--- src/rtl/spi_slave_ctrl.sv ---
// SPI slave controller: receives a command word (address + R/W bit), then
// moves one or more data words between the SPI bus and a synchronous data
// memory. Owns its shift registers, bit counter and address register.
module spi_slave_ctrl #(
  parameter int ADDR_W   = 7,
  parameter int DATA_W   = 8,
  parameter bit BURST_EN = 1'b1
) (
  input  logic              clk,
  input  logic              reset,
  input  logic              cs,
  input  logic              sclk_rise,
  input  logic              sclk_fall,
  input  logic              mosi,
  output logic              miso,
  output logic              miso_oe,
  output logic [ADDR_W-1:0] dm_addr,
  output logic [DATA_W-1:0] dm_din,
  input  logic [DATA_W-1:0] dm_dout,
  output logic              dm_we,
  output logic              dm_re,
  output logic              busy
);

  localparam int MAXB  = (ADDR_W + 1 > DATA_W) ? ADDR_W + 1 : DATA_W;
  localparam int CNT_W = $clog2(MAXB + 1);
  // Receive register only has to hold the bits that precede the final one of
  // a command or data word; the final bit is taken straight from mosi.
  localparam int RX_W  = (ADDR_W > DATA_W - 1) ? ADDR_W : DATA_W - 1;

  localparam logic [CNT_W-1:0] CMD_LAST  = CNT_W'(ADDR_W);
  localparam logic [CNT_W-1:0] DATA_LAST = CNT_W'(DATA_W - 1);

  typedef enum logic [2:0] {
    IDLE, CMD, RD_FETCH, RD_LOAD, DATA, DONE
  } state_e;

  state_e            state_q;
  logic [CNT_W-1:0]  cnt_q;
  logic [RX_W-1:0]   rx_sr_q;
  logic [DATA_W-1:0] tx_sr_q;
  logic [ADDR_W-1:0] dm_addr_q;
  logic [DATA_W-1:0] dm_din_q;
  logic              rw_q;
  logic              first_q;
  logic              miso_oe_q;
  logic              dm_we_q;
  logic              dm_re_q;

  logic [ADDR_W-1:0] addr_inc_d;
  logic [RX_W-1:0]   rx_shift_d;

  assign addr_inc_d = dm_addr_q + ADDR_W'(1);
  assign rx_shift_d = {rx_sr_q[RX_W-2:0], mosi};

  assign miso    = tx_sr_q[DATA_W-1];
  assign miso_oe = miso_oe_q;
  assign dm_addr = dm_addr_q;
  assign dm_din  = dm_din_q;
  assign dm_we   = dm_we_q;
  assign dm_re   = dm_re_q;
  assign busy    = (state_q != IDLE);

  // Frame sequencer: cs abort first, then rise, then fall (a fall coinciding
  // with a rise is dropped). Strobes default low so they last one clk.
  always_ff @(posedge clk or posedge reset) begin
    if (reset) begin
      state_q   <= IDLE;
      cnt_q     <= '0;
      rx_sr_q   <= '0;
      tx_sr_q   <= '0;
      dm_addr_q <= '0;
      dm_din_q  <= '0;
      rw_q      <= 1'b0;
      first_q   <= 1'b0;
      miso_oe_q <= 1'b0;
      dm_we_q   <= 1'b0;
      dm_re_q   <= 1'b0;
    end else begin
      dm_we_q <= 1'b0;
      dm_re_q <= 1'b0;
      // Address advances in the clk after the write strobe so the strobe
      // itself sees the word's own address; this also happens if cs rises
      // during the strobe clk.
      if (dm_we_q) dm_addr_q <= addr_inc_d;

      if (cs) begin
        state_q   <= IDLE;
        cnt_q     <= '0;
        first_q   <= 1'b0;
        miso_oe_q <= 1'b0;
      end else begin
        case (state_q)
          IDLE: begin
            state_q <= CMD;
            cnt_q   <= '0;
          end

          CMD: begin
            if (sclk_rise) begin
              rx_sr_q <= rx_shift_d;
              if (cnt_q == CMD_LAST) begin
                dm_addr_q <= rx_sr_q[ADDR_W-1:0];
                rw_q      <= mosi;
                cnt_q     <= '0;
                if (mosi) begin
                  state_q <= RD_FETCH;
                  dm_re_q <= 1'b1;
                end else begin
                  state_q <= DATA;
                end
              end else begin
                cnt_q <= cnt_q + CNT_W'(1);
              end
            end
          end

          // dm_re is already high for this clk (raised on entry).
          RD_FETCH: state_q <= RD_LOAD;

          RD_LOAD: begin
            tx_sr_q   <= dm_dout;
            first_q   <= 1'b1;
            miso_oe_q <= 1'b1;
            state_q   <= DATA;
          end

          DATA: begin
            if (sclk_rise) begin
              rx_sr_q <= rx_shift_d;
              if (cnt_q == DATA_LAST) begin
                cnt_q <= '0;
                if (rw_q) begin
                  dm_addr_q <= addr_inc_d;
                  if (BURST_EN) begin
                    state_q <= RD_FETCH;
                    dm_re_q <= 1'b1;
                  end else begin
                    state_q   <= DONE;
                    miso_oe_q <= 1'b0;
                  end
                end else begin
                  dm_din_q <= {rx_sr_q[DATA_W-2:0], mosi};
                  dm_we_q  <= 1'b1;
                  if (!BURST_EN) state_q <= DONE;
                end
              end else begin
                cnt_q <= cnt_q + CNT_W'(1);
              end
            end else if (sclk_fall && rw_q) begin
              // The fall right after a load keeps the MSB on miso.
              if (first_q) first_q <= 1'b0;
              else         tx_sr_q <= {tx_sr_q[DATA_W-2:0], 1'b0};
            end
          end

          DONE: miso_oe_q <= 1'b0;

          default: state_q <= IDLE;
        endcase
      end
    end
  end

endmodule
--- config.mk ---
export PLATFORM = sky130hd
export DESIGN_NAME = spi_slave_ctrl
export DESIGN_NICKNAME = d
export VERILOG_FILES = /design/src/rtl/spi_slave_ctrl.sv
export SDC_FILE = /design/constraint.sdc
export NUM_CORES = 1
export LEC_CHECK = 0
export CORE_ASPECT_RATIO = 0.5
export CORE_MARGIN = 2
export CORE_UTILIZATION = 63
export CTS_CLUSTER_SIZE = 28
export DETAILED_ROUTE_END_ITERATION = 10
export DONT_BUFFER_PORTS = 1
export PLACE_DENSITY = 0.79
export SKIP_LAST_GASP = 1
export SYNTH_ARGS = -nofsm -noshare
export SYNTH_HDL_FRONTEND = slang
export SYNTH_SLANG_ARGS = --single-unit
--- constraint.sdc ---
create_clock -name clk -period 2.3 [get_ports clk]
set_clock_uncertainty 0.05 [all_clocks]
set_input_delay 0.46 -clock clk [delete_from_list [all_inputs] [get_ports clk]]
set_output_delay 0.46 -clock clk [all_outputs]
set_load 0.02 [all_outputs]
==> run metrics <==
nets 253; CP arrival 2.19 ns; routed length per instance around 18 µm; area grow syn2layout 8.18%; largest net degree at the start of global routing 43; setup_tns 0 ns; fin crit share 0.896; Port Buf Inserts 0; via count ~1900; die height 47.1 µm; Int Power 1.35 mW; clk root buf clkbuf_8; crit path launch cnt_q[0]$_DFFE_PP0P_; synth unique cells 56; MaxCap Viol Count 0; Sink Count 42; post-route minimum period roughly 2.1 ns; DRT Pass-1 Iters 4; VDD IR max approximately 0.52 mV; Worst EP required 2.43 ns; Gate Count Post-Synth 232; # fillers 261; #FFs+latches synth 42; ys flop type dfrtp_1; syn nets 248; combinational family with the most area after synthesis simple AND/OR/NAND/NOR gates; Final Max Tran Viols 0; Worst Hold Class in -> async; Max Fanout on Critical Path 9; Skew-Pair Late Insertion Delay ~0.30 ns; clock share of power 0.308; Comb pwr share 0.155; slew margin rel. 0.623; endpoints failing setup 0; initial DRC count between 200 and 250; synthesized area 2340 µm²; Critical R2R Launch cnt_q[0]$_DFFE_PP0P_; Site Rows 15; share of flip-flops with an asynchronous set or reset 1.00; GPL Wtd Cong approximately 0.90; Syn Area/Cell about 10 µm²; buffers plus inverters on the worst setup path 0; layout cell share with drive strength beyond 1 0.197; vias per std cell about 6.4; CP endpoint kind register; antenna violations before repair 0; clock buffer count from CTS 5; Antenna Nets Post-Route 0; I/O pin cnt 34; Setup crit start kind register; placed wire-length estimate 3600 µm; CTS clk-pin slew, worst paths 0.08 ns; Worst path slowest cell and3_1; reg2reg end dm_din[4]$_DFFE_PP0P_; Resized cells post-CTS 0; DRC viols 0; EDFF count, synth 0; H-tree levels 2; status complete, no violations; DIE WIDTH between 90 and 100 µm; final hold violation count 0; global-route wire length before repair 8510 µm; vias in the first global route 1736; CTS tree done; Post-CTS Setup Bufs 0; die area approximately 4200 µm²; Leakage Power 1.16 nW; GR Overflow Total 0; R2R Setup Slk 0.24 ns; Top delay family on crit path simple AND/OR/NAND/NOR gates; Core ar. 3490 µm²; GRT Resource Usage Total 0.263; Adder-Cell Fraction of Synth Area 0.0107; R2R cell count 4; Setup CP Type reg -> reg; hold buffers post-CTS 0; Seq pwr share 0.537; crit path cell chain ha_1 -> and4b_1 -> and3_1 -> mux2_2; Starting Density 0.670; post-synthesis mux area share 0.130; Pwr Total 1.87 mW; Synth Area in Compound Gates 0.146; Power Density around 740 nW/µm²; warnings from Yosys 0; Simple-Gate Fraction of Synth Area 0.193; Ant. Diodes 0; DRT Wirelength 5270 µm; clock tree buffer depth 2; Synth Area in XOR/XNOR 0.0299; RSZ-0062 raised after global routing false; Fmax just under 500 MHz; Least-Margin Pin Slew 0.566 ns; switching share of power 0.281; largest stage delay on the critical path 0.46 ns; Switching Power 0.526 mW; sequential area share after synthesis 0.449
[state kept, by name (all words and copies together) (netlist names)]
name and count:
dm_re 1, rx_sr_q 7, dm_din 8, dm_we 1, tx_sr_q 8, cnt_q 4
state_q 3, rw_q 1, miso_oe 1, dm_addr 7, first_q 1
[worst max-delay path by stage]
stage,to,slack (ns),depth (start not counted)
after global placement,dm_din[6]$_DFFE_PP0P_,0.35,4
after detailed placement,dm_din[6]$_DFFE_PP0P_,0.27,4
after floorplan,dm_din[0]$_DFFE_PP0P_,0.52,5
after global routing,dm_din[1]$_DFFE_PP0P_,0.09,3
final,dm_din[4]$_DFFE_PP0P_,0.24,4
after CTS,dm_din[4]$_DFFE_PP0P_,0.25,3
[layer usage]
metal	vias up	share of wire	track usage
met3	2	0.090	0.0706
met2	84	0.45	0.414
met4	0	0.0053	0.0954
met5	-	0	0
li1	854	-	-
met1	919	0.45	0.366
[placed cells by master (no fill, tap or decap), drive strengths merged, types with 3 or more instances in the layout]
cell	Yosys	routed
nor2b	3	3
xnor2	4	4
o21ai	13	13
nor2	12	12
dfrtp	42	42
a21oi	8	8
mux2	22	22
nor3	5	5
nand3	7	7
xor2	4	4
o211ai	3	3
buf	8	12
nand4	5	5
nand2	31	31
clkbuf	6	5
mux2i	3	3
inv	7	7
or3	3	3
[logic make-up after synthesis]
logic type / after synthesis
DFF: 42
adders and majority gates: 2
xor gates and xnor gates: 8
buffers and inverters: 21
and+or+nand+nor: 84
muxes: 25
AOI/OAI and AO/OA: 50
[power by group through the flow]
stage	Sequential, mW	Combinational [mW]	Clock, mW
detailed placement	1.02	0.287	0
finish	1.01	0.291	0.578
global placement	1.01	0.277	0
floorplan	0.967	0.251	0
global route	1.02	0.320	0.609
CTS	1.00	0.292	0.582
[area by class of cell]
cell class	count	area (µm²)	share of cell area
Timing Repair Buffer	12	90.1	0.0356
Inverter	7	26.3	0.0104
Tap cell	51	63.8	0.0252
Clock inverter	3	40.0	0.0158
Sequential cell	42	1050	0.415
Multi-Input combinational cell	169	1190	0.471
Clock buffer	5	68.8	0.0272
[per-stage QoR]
stage               instances   util  instance area [µm²]  worst slack, ns  hold slack, ns
floorplan                 232      -                 2340            0.524           0.431
global placement          281  0.694                 2420            0.347           0.444
detailed placement        281  0.694                 2420            0.275           0.448
CTS                       289  0.725                 2530            0.252           0.147
global route              289  0.725                 2530           0.0864           0.165
finish                    289  0.725                 2530            0.239           0.130
[cells in the mapped netlist (3+ instances only)]
cell      instances  area [µm²]
buf_2             6        30.0
nand3_1           6        30.0
a21oi_1           8        40.0
xor2_1            4        35.0
mux2_2           15         169
mux2_4            7         105
nor2_1           11        41.3
nand4_1           5        31.3
dfrtp_1          42        1050
clkbuf_1          6        22.5
nor2b_1           3        18.8
xnor2_1           4        35.0
o21ai_0          13        65.1
inv_1             7        26.3
or3_1             3        18.8
o211ai_1          3        22.5
nand2_1          31         116
nor3_1            5        25.0
mux2i_1           3        30.0
[worst register-to-register path, cell delays in order, from the launching register on]
cell and delay, ns:
dfrtp_1 0.40, ha_1 0.30, and4b_1 0.36, and3_1 0.46, mux2_2 0.40
No activity file was read; power rests on OpenSTA's default activity.
